<file path="src/rtl/sample_collector_pkg.sv">
// Shared constants, state encoding and entry packing for the
// sample collector.
package sample_collector_pkg;

   localparam logic [7:0] REG_CTRL      = 8'd0;
   localparam logic [7:0] REG_FIFO_DATA = 8'd1;
   localparam logic [7:0] REG_STATUS    = 8'd2;
   localparam logic [7:0] REG_CLR       = 8'd3;

   localparam logic [7:0] PIN_SAMPLE_REG = 8'd7;
   localparam logic [7:0] PIN_SAMPLE_CNT = 8'd8;

   typedef enum logic [4:0] {
      S_IDLE   = 5'b00001,
      S_RD_CNT = 5'b00010,
      S_RD_SMP = 5'b00100,
      S_PUSH   = 5'b01000,
      S_NEXT   = 5'b10000
   } state_e;

   localparam int ENTRY_IDX_LSB = 12;
   localparam int ENTRY_CNT_LSB = 1;
   localparam int ENTRY_BIT_POS = 0;

   function automatic logic [15:0] pack_entry(
      input logic [3:0]  idx,
      input logic [10:0] cnt,
      input logic        smp
   );
      logic [15:0] e;
      e = '0;
      e[ENTRY_IDX_LSB +: 4]  = idx;
      e[ENTRY_CNT_LSB +: 11] = cnt;
      e[ENTRY_BIT_POS]       = smp;
      return e;
   endfunction

endpackage

</file>
<file path="src/rtl/sync_fifo.sv">
// Synchronous FIFO with combinational head; a push into a full FIFO
// is accepted when a pop happens in the same cycle.
module sync_fifo #(
   parameter int WIDTH = 16,
   parameter int DEPTH = 16
) (
   input  logic                     clk,
   input  logic                     reset,
   input  logic                     push,
   input  logic                     pop,
   input  logic [WIDTH-1:0]         din,
   output logic [WIDTH-1:0]         dout,
   output logic                     full,
   output logic                     empty,
   output logic [$clog2(DEPTH):0]   count
);

   localparam int AW = $clog2(DEPTH);

   logic [WIDTH-1:0] mem_q [DEPTH];
   logic [AW-1:0]    wr_ptr_q, wr_ptr_d;
   logic [AW-1:0]    rd_ptr_q, rd_ptr_d;
   logic [AW:0]      count_q, count_d;
   logic             do_push, do_pop;

   always_comb begin
      do_pop   = pop & (count_q != '0);
      do_push  = push & ((count_q != (AW+1)'(DEPTH)) | do_pop);
      wr_ptr_d = wr_ptr_q;
      rd_ptr_d = rd_ptr_q;
      count_d  = count_q;
      if (do_push) wr_ptr_d = wr_ptr_q + 1'b1;
      if (do_pop)  rd_ptr_d = rd_ptr_q + 1'b1;
      if (do_push && !do_pop) count_d = count_q + 1'b1;
      if (do_pop && !do_push) count_d = count_q - 1'b1;
   end

   always_ff @(posedge clk or negedge reset) begin
      if (!reset) begin
         wr_ptr_q <= '0;
         rd_ptr_q <= '0;
         count_q  <= '0;
      end else begin
         wr_ptr_q <= wr_ptr_d;
         rd_ptr_q <= rd_ptr_d;
         count_q  <= count_d;
      end
   end

   always_ff @(posedge clk) begin
      if (do_push) mem_q[wr_ptr_q] <= din;
   end

   assign dout  = mem_q[rd_ptr_q];
   assign full  = (count_q == (AW+1)'(DEPTH));
   assign empty = (count_q == '0);
   assign count = count_q;

endmodule

</file>
<file path="src/rtl/sample_collector.sv">
// Polls pin controllers for new samples and queues them in a FIFO
// that the host drains through a small slave register window.
module sample_collector
   import sample_collector_pkg::*;
#(
   parameter int         NUM_PINS   = 8,
   parameter int         FIFO_DEPTH = 16,
   parameter logic [7:0] POSITION   = 8'hF0
) (
   input  logic        clk,
   input  logic        reset,
   input  logic        enable,
   input  logic [18:0] addr,
   input  logic        data_wr,
   input  logic        data_rd,
   input  logic [15:0] data_in,
   output logic [15:0] data_out,
   output logic [18:0] m_addr,
   output logic        m_enable,
   output logic        m_rd,
   input  logic [15:0] m_data,
   output logic        fifo_nempty
);

   localparam int CW = $clog2(FIFO_DEPTH) + 1;

   state_e      state_q, state_d;
   logic [3:0]  idx_q, idx_d;
   logic [15:0] cur_cnt_q, cur_cnt_d;
   logic        cur_bit_q, cur_bit_d;
   logic        run_q, run_d;
   logic        ovf_q, ovf_d;
   logic        rd_q;
   logic        nempty_q, nempty_d;
   logic [18:0] m_addr_q;
   logic [15:0] last_cnt_q [16];
   logic [15:0] last_cnt_d [16];

   logic          sel;
   logic [7:0]    off;
   logic          push, pop;
   logic [15:0]   fifo_dout;
   logic          fifo_full, fifo_empty;
   logic [CW-1:0] fifo_count;
   logic          unused_din;

   assign unused_din = ^data_in[15:1];
   assign sel = enable & (addr[18:8] == 11'(POSITION));
   assign off = addr[7:0];
   // pop only on the rising edge of a read so a held strobe pops once
   assign pop = sel & data_rd & ~rd_q & (off == REG_FIFO_DATA) & ~fifo_empty;

   always_comb begin
      run_d = run_q;
      ovf_d = ovf_q;
      if (sel && data_wr && off == REG_CTRL) run_d = data_in[0];
      if (sel && data_wr && off == REG_CLR)  ovf_d = 1'b0;
      if (state_q == S_PUSH && fifo_full && !pop) ovf_d = 1'b1;
   end

   always_comb begin
      data_out = '0;
      if (sel && data_rd) begin
         case (off)
            REG_CTRL:      data_out = {15'b0, run_q};
            REG_FIFO_DATA: data_out = fifo_empty ? '0 : fifo_dout;
            REG_STATUS:    data_out = {ovf_q, fifo_full, 6'b0, 8'(fifo_count)};
            default:       data_out = '0;
         endcase
      end
   end

   always_comb begin
      state_d    = state_q;
      idx_d      = idx_q;
      cur_cnt_d  = cur_cnt_q;
      cur_bit_d  = cur_bit_q;
      last_cnt_d = last_cnt_q;
      push       = 1'b0;
      m_enable   = 1'b0;
      m_rd       = 1'b0;
      m_addr     = m_addr_q;
      unique case (state_q)
         S_IDLE: begin
            idx_d = '0;
            if (run_q) state_d = S_RD_CNT;
         end
         S_RD_CNT: begin
            m_enable  = 1'b1;
            m_rd      = 1'b1;
            m_addr    = 19'({idx_q, PIN_SAMPLE_CNT});
            cur_cnt_d = m_data;
            state_d   = (m_data == last_cnt_q[idx_q]) ? S_NEXT : S_RD_SMP;
         end
         S_RD_SMP: begin
            m_enable  = 1'b1;
            m_rd      = 1'b1;
            m_addr    = 19'({idx_q, PIN_SAMPLE_REG});
            cur_bit_d = m_data[0];
            state_d   = S_PUSH;
         end
         S_PUSH: begin
            push              = 1'b1;
            last_cnt_d[idx_q] = cur_cnt_q;
            state_d           = S_NEXT;
         end
         S_NEXT: begin
            idx_d   = (idx_q == 4'(NUM_PINS - 1)) ? '0 : idx_q + 1'b1;
            state_d = run_q ? S_RD_CNT : S_IDLE;
         end
         default: state_d = S_IDLE;
      endcase
   end

   assign nempty_d = ~fifo_empty;

   always_ff @(posedge clk or negedge reset) begin
      if (!reset) begin
         state_q   <= S_IDLE;
         idx_q     <= '0;
         cur_cnt_q <= '0;
         cur_bit_q <= 1'b0;
         run_q     <= 1'b0;
         ovf_q     <= 1'b0;
         rd_q      <= 1'b0;
         nempty_q  <= 1'b0;
         m_addr_q  <= '0;
         for (int i = 0; i < 16; i++) last_cnt_q[i] <= '0;
      end else begin
         state_q    <= state_d;
         idx_q      <= idx_d;
         cur_cnt_q  <= cur_cnt_d;
         cur_bit_q  <= cur_bit_d;
         run_q      <= run_d;
         ovf_q      <= ovf_d;
         rd_q       <= data_rd;
         nempty_q   <= nempty_d;
         m_addr_q   <= m_addr;
         last_cnt_q <= last_cnt_d;
      end
   end

   sync_fifo #(
      .WIDTH(16),
      .DEPTH(FIFO_DEPTH)
   ) u_fifo (
      .clk  (clk),
      .reset(reset),
      .push (push),
      .pop  (pop),
      .din  (pack_entry(idx_q, cur_cnt_q[10:0], cur_bit_q)),
      .dout (fifo_dout),
      .full (fifo_full),
      .empty(fifo_empty),
      .count(fifo_count)
   );

   assign fifo_nempty = nempty_q;

endmodule

</file>
<file path="config.mk">
export PLATFORM = sky130hd
export DESIGN_NAME = sample_collector
export DESIGN_NICKNAME = d
export VERILOG_FILES = /design/src/rtl/sample_collector_pkg.sv /design/src/rtl/sync_fifo.sv /design/src/rtl/sample_collector.sv
export SDC_FILE = /design/constraint.sdc
export NUM_CORES = 1
export LEC_CHECK = 0
export ABC_AREA = 1
export BUFFER_PORTS_ARGS = -buffer_cell sky130_fd_sc_hd__buf_4
export CORE_MARGIN = 2
export CORE_UTILIZATION = 35
export DETAILED_ROUTE_END_ITERATION = 10
export GPL_TIMING_DRIVEN = 0
export PLACE_DENSITY_LB_ADDON = 0.1
export SYNTH_ARGS = -nofsm -noshare
export SYNTH_HDL_FRONTEND = slang
export SYNTH_SLANG_ARGS = --single-unit
</file>
<file path="constraint.sdc">
create_clock -name clk -period 3.5 [get_ports clk]
set_input_delay 0.7 -clock clk [delete_from_list [all_inputs] [get_ports clk]]
set_output_delay 0.7 -clock clk [all_outputs]
set_load 0.05 [all_outputs]
</file>
==> results_dict.tcl <==
set metrics [dict create \
    fin_crit_ns 3.399 \
    antenna-diode-count 0 \
    worst-endpoint-required_ns 2.80 \
    portBuffers 78 \
    routed_via_density 5.303 \
    cts_inserted_buffers 67 \
    ys_types 37 \
    via_count 20280 \
    relative_contribution_of_the_clock_network_to_total_power_pct 50.7 \
    globalRouteTotalUtil_pct 24.47 \
    synthesis.nets 2728 \
    boundaryPins 94 \
    cp.arrival_ns 2.70 \
    initial_core_utilization_pct 35.42 \
    net-switching-power_uw 3005 \
    totalPowerFinal_uw 14510 \
    share_of_total_power_in_combinational_logic_pct 1.1 \
    ff_latch_area_mm2 0.01565 \
    run_status "complete, no violations" \
    ctsLongestPathBuffers 3 \
    place.detailed.hpwl_mm 61.67 \
    pin_count_of_the_biggest_net_entering_global_routing 116 \
    synth-edff-count 256 \
    rsz0062_at_grt "no" \
    path_max_fanout 10 \
    wirelength_mm 89.56 \
    vdd.ir_drop.worst_mv 0.3173 \
    htree_levels 3 \
    cellInternalPower_uw 11510 \
    timing_worst_slew_pin_value_ns 1.131 \
    tritoncts_clock_tree "yes" \
    grt_first_pass_wirelength_mm 131.5 \
    swShare_pct 20.71 \
    finalHoldViolCount 0 \
    cp-end-kind "output port" \
    synthesis.instances 2662 \
    post_synth_main_area_contributors "sky130_fd_sc_hd__dfrtp_1 32%, sky130_fd_sc_hd__edfxtp_1 31%, sky130_fd_sc_hd__o21ai_0 10%, sky130_fd_sc_hd__nand2_1 9.8%, sky130_fd_sc_hd__nor2_1 5.7%" \
    drt_iter0_drc 1861 \
    ant_nets 0 \
    timing.final.setup_violations 0 \
    fin_skew_ns 0.02991 \
    clock-root-buffer "sky130_fd_sc_hd__clkbuf_16" \
    yosys.area.top_type "sky130_fd_sc_hd__dfrtp_1" \
    final_cell_mix "649 x sky130_fd_sc_hd__nand2_1, 495 x sky130_fd_sc_hd__o21ai_0, 359 x sky130_fd_sc_hd__nor2_1, 312 x sky130_fd_sc_hd__dfrtp_1, 256 x sky130_fd_sc_hd__edfxtp_1" \
    seq_power_share_pct 48.2 \
    timing.critical_path.from_type "flop" \
    multiInputGateArea_mm2 0.008078 \
    clkTransAtPathRegs_ns 0.06 \
    total_leakage_power_uw 0.01189 \
    mapped_avg_cell_area_um2 9.335 \
    power_density_mw_per_mm2 490.0 \
    n_fill_cell 6973 \
    overflow_after_grt 0 \
    final-max-slew-violation-count 0 \
    yosysWarningCount 0 \
    drc 0 \
    synth-seq-cells 574 \
    dominantRegCellSynth "sky130_fd_sc_hd__dfrtp_1" \
    use_met2_pct 40.61 \
    finalCoreUtilization_pct 42.23 \
    synth.top_cell.area_share_pct 31.92 \
    wire_per_inst_um 23.42 \
    layout.nets 2896 \
    syn_area_mm2 0.02485 \
    dieWidth_um 270.5 \
    synthArstFlopShare_pct 55.40 \
    fp.dieArea_mm2 0.07314 \
    timing.max_slew.rel_slack_pct 24.58 \
    min_period_over_period_pct 97.11 \
    floorplan_row_count 97 \
    groute.layer.met1.usage_pct 31.23 \
    max_freq_ghz 0.2942 \
    hold_path_class "in2async" \
    globalRouteMet3Util_pct 4.145 \
    top_usage_layer "met2" \
    crit_type "reg2out" \
    ys_seq_area_share_pct 62.97 \
    post_route_cells_drive_above_1_share_pct 12.14 \
    cap_viol_max_count 0 \
    detail_route.first_pass.iterations 6 \
    vertical_die_dimension_um 270.5 \
    clk-insertion-delay-late_ns 0.62 \
    syn2layout_area_growth_pct 19.21 \
    place_congestion 0.8575 \
    number_of_global_route_vias_before_repair 19980 \
    antenna_found_initial 1 \
    core_area_mm2 0.07015 \
    mostFrequentLayoutCell "sky130_fd_sc_hd__nand2_1" \
    number_of_sinks_on_the_clock_net 574 \
]
-- per-layer routing --
layer | vias up | wire length, um
li1 | 9276 | -
met1 | 10090 | 36680
met2 | 714 | 43140
met3 | 198 | 5456
met4 | 2 | 4272
met5 | - | 10
-- flip-flops by register name, indices dropped and copies added, names as in the netlist --
signal           flops
cur_cnt_q           16
last_cnt_q         256
u_fifo.rd_ptr_q      4
idx_q                4
rd_q                 1
u_fifo.wr_ptr_q      4
cur_bit_q            1
state_q              5
fifo_nempty          1
run_q                1
m_addr_q            19
u_fifo.count         5
u_fifo.mem_q       256
ovf_q                1
-- synth_stat cells, types with 2 or more instances --
| library cell | instances |
|---|---|
| sky130_fd_sc_hd__buf_2 | 41 |
| sky130_fd_sc_hd__buf_4 | 12 |
| sky130_fd_sc_hd__nor3_1 | 4 |
| sky130_fd_sc_hd__o21ai_0 | 496 |
| sky130_fd_sc_hd__nand3_1 | 54 |
| sky130_fd_sc_hd__o21bai_1 | 4 |
| sky130_fd_sc_hd__o211ai_1 | 6 |
| sky130_fd_sc_hd__ha_1 | 10 |
| sky130_fd_sc_hd__a31oi_1 | 6 |
| sky130_fd_sc_hd__nand2_1 | 651 |
| sky130_fd_sc_hd__clkbuf_1 | 113 |
| sky130_fd_sc_hd__nor2_1 | 377 |
| sky130_fd_sc_hd__nor4_1 | 2 |
| sky130_fd_sc_hd__o21ai_1 | 57 |
| sky130_fd_sc_hd__nand4_1 | 11 |
| sky130_fd_sc_hd__inv_1 | 117 |
| sky130_fd_sc_hd__a21oi_1 | 34 |
| sky130_fd_sc_hd__buf_1 | 3 |
| sky130_fd_sc_hd__a22oi_1 | 4 |
| sky130_fd_sc_hd__xor2_1 | 10 |
| sky130_fd_sc_hd__edfxtp_1 | 256 |
| sky130_fd_sc_hd__inv_2 | 6 |
| sky130_fd_sc_hd__o221ai_1 | 10 |
| sky130_fd_sc_hd__clkinv_1 | 2 |
| sky130_fd_sc_hd__dfrtp_1 | 317 |
| sky130_fd_sc_hd__o22ai_1 | 48 |
-- critical path, stage by stage (launching register included) --
cell,delay (ns)
sky130_fd_sc_hd__dfrtp_1,0.32
sky130_fd_sc_hd__clkbuf_1,0.42
sky130_fd_sc_hd__inv_1,0.27
sky130_fd_sc_hd__clkbuf_2,0.34
sky130_fd_sc_hd__nand2_2,0.21
sky130_fd_sc_hd__nand3_1,0.13
sky130_fd_sc_hd__a21oi_1,0.16
sky130_fd_sc_hd__buf_4,0.23
-- per-stage QoR --
step	instances	instance area, um^2	setup slack, ns	TNS (ns)	hold slack (ns)
floorplan	2662	24850	0.3310	0	0.4044
global placement	3680	26610	-1.331	-609.54	0.4582
detailed placement	3699	27070	-0.1848	-1.224	0.4651
CTS	3822	29570	-0.002603	-0.002603	0.03558
global route	3824	29620	0.003919	0	0.05456
finish	3824	29620	0.1011	0	0.01853
-- power groups by stage --
stage | sequential, uW | combinational (uW) | clock (uW)
2_1_floorplan | 7130 | 24.5 | 0
3_3_place_gp | 7130 | 152 | 0
3_5_place_dp | 7130 | 167 | 0
4_1_cts | 7000 | 167 | 7470
5_1_grt | 6990 | 185 | 7730
6_report | 7000 | 163 | 7350
-- what timing repair did --
| item | CTS | global route |
|---|---|---|
| setup endpoints to repair | 39 | 27 |
| hold buffers | 0 | 0 |
| buffers inserted | 1 | 2 |
| resized for setup | 72 | 37 |
| pin swaps | 1 | 3 |
-- final cells by class --
| type | count | share of cell area, % |
|---|---|---|
| Buffer | 169 | 2.969 |
| Multi-Input combinational cell | 1793 | 27.27 |
| Sequential cell | 574 | 52.84 |
| Clock buffer | 89 | 6.597 |
| Timing Repair Buffer | 100 | 3.463 |
| Tap cell | 940 | 3.970 |
| Clock inverter | 34 | 1.297 |
| Inverter | 125 | 1.597 |
-- cells by family (layout without fill, tap and decap cells) --
group	Yosys count	after routing	synth area share, %
simple gates	1104	1104	17.20
compound gates	668	668	14.06
flops	574	574	62.97
buf+inv	295	517	4.874
fa+ha+maj	10	10	0.5035
xor+xnor	10	10	0.3525
mux	1	1	0.04028
-- final timing paths --
| path | startpoint | depth (start not counted) | slack (ns) | endpoint |
|---|---|---|---|---|
| worst max-delay path | u_fifo.rd_ptr_q[3] | 7 | 0.10 | data_out[3] |
| worst min-delay path | reset | 1 | 0.02 | last_cnt_q[30] |
| worst max register to register | idx_q[1] | 14 | 0.24 | state_q[4] |
| worst min register to register | m_addr_q[1] | 2 | 0.48 | m_addr_q[1] |
| max in group asynchronous | reset | 2 | 2.45 | u_fifo.rd_ptr_q[0] |
| min in group clk | data_rd | 1 | 0.24 | rd_q |
No activity file was read; power rests on OpenSTA's default activity.
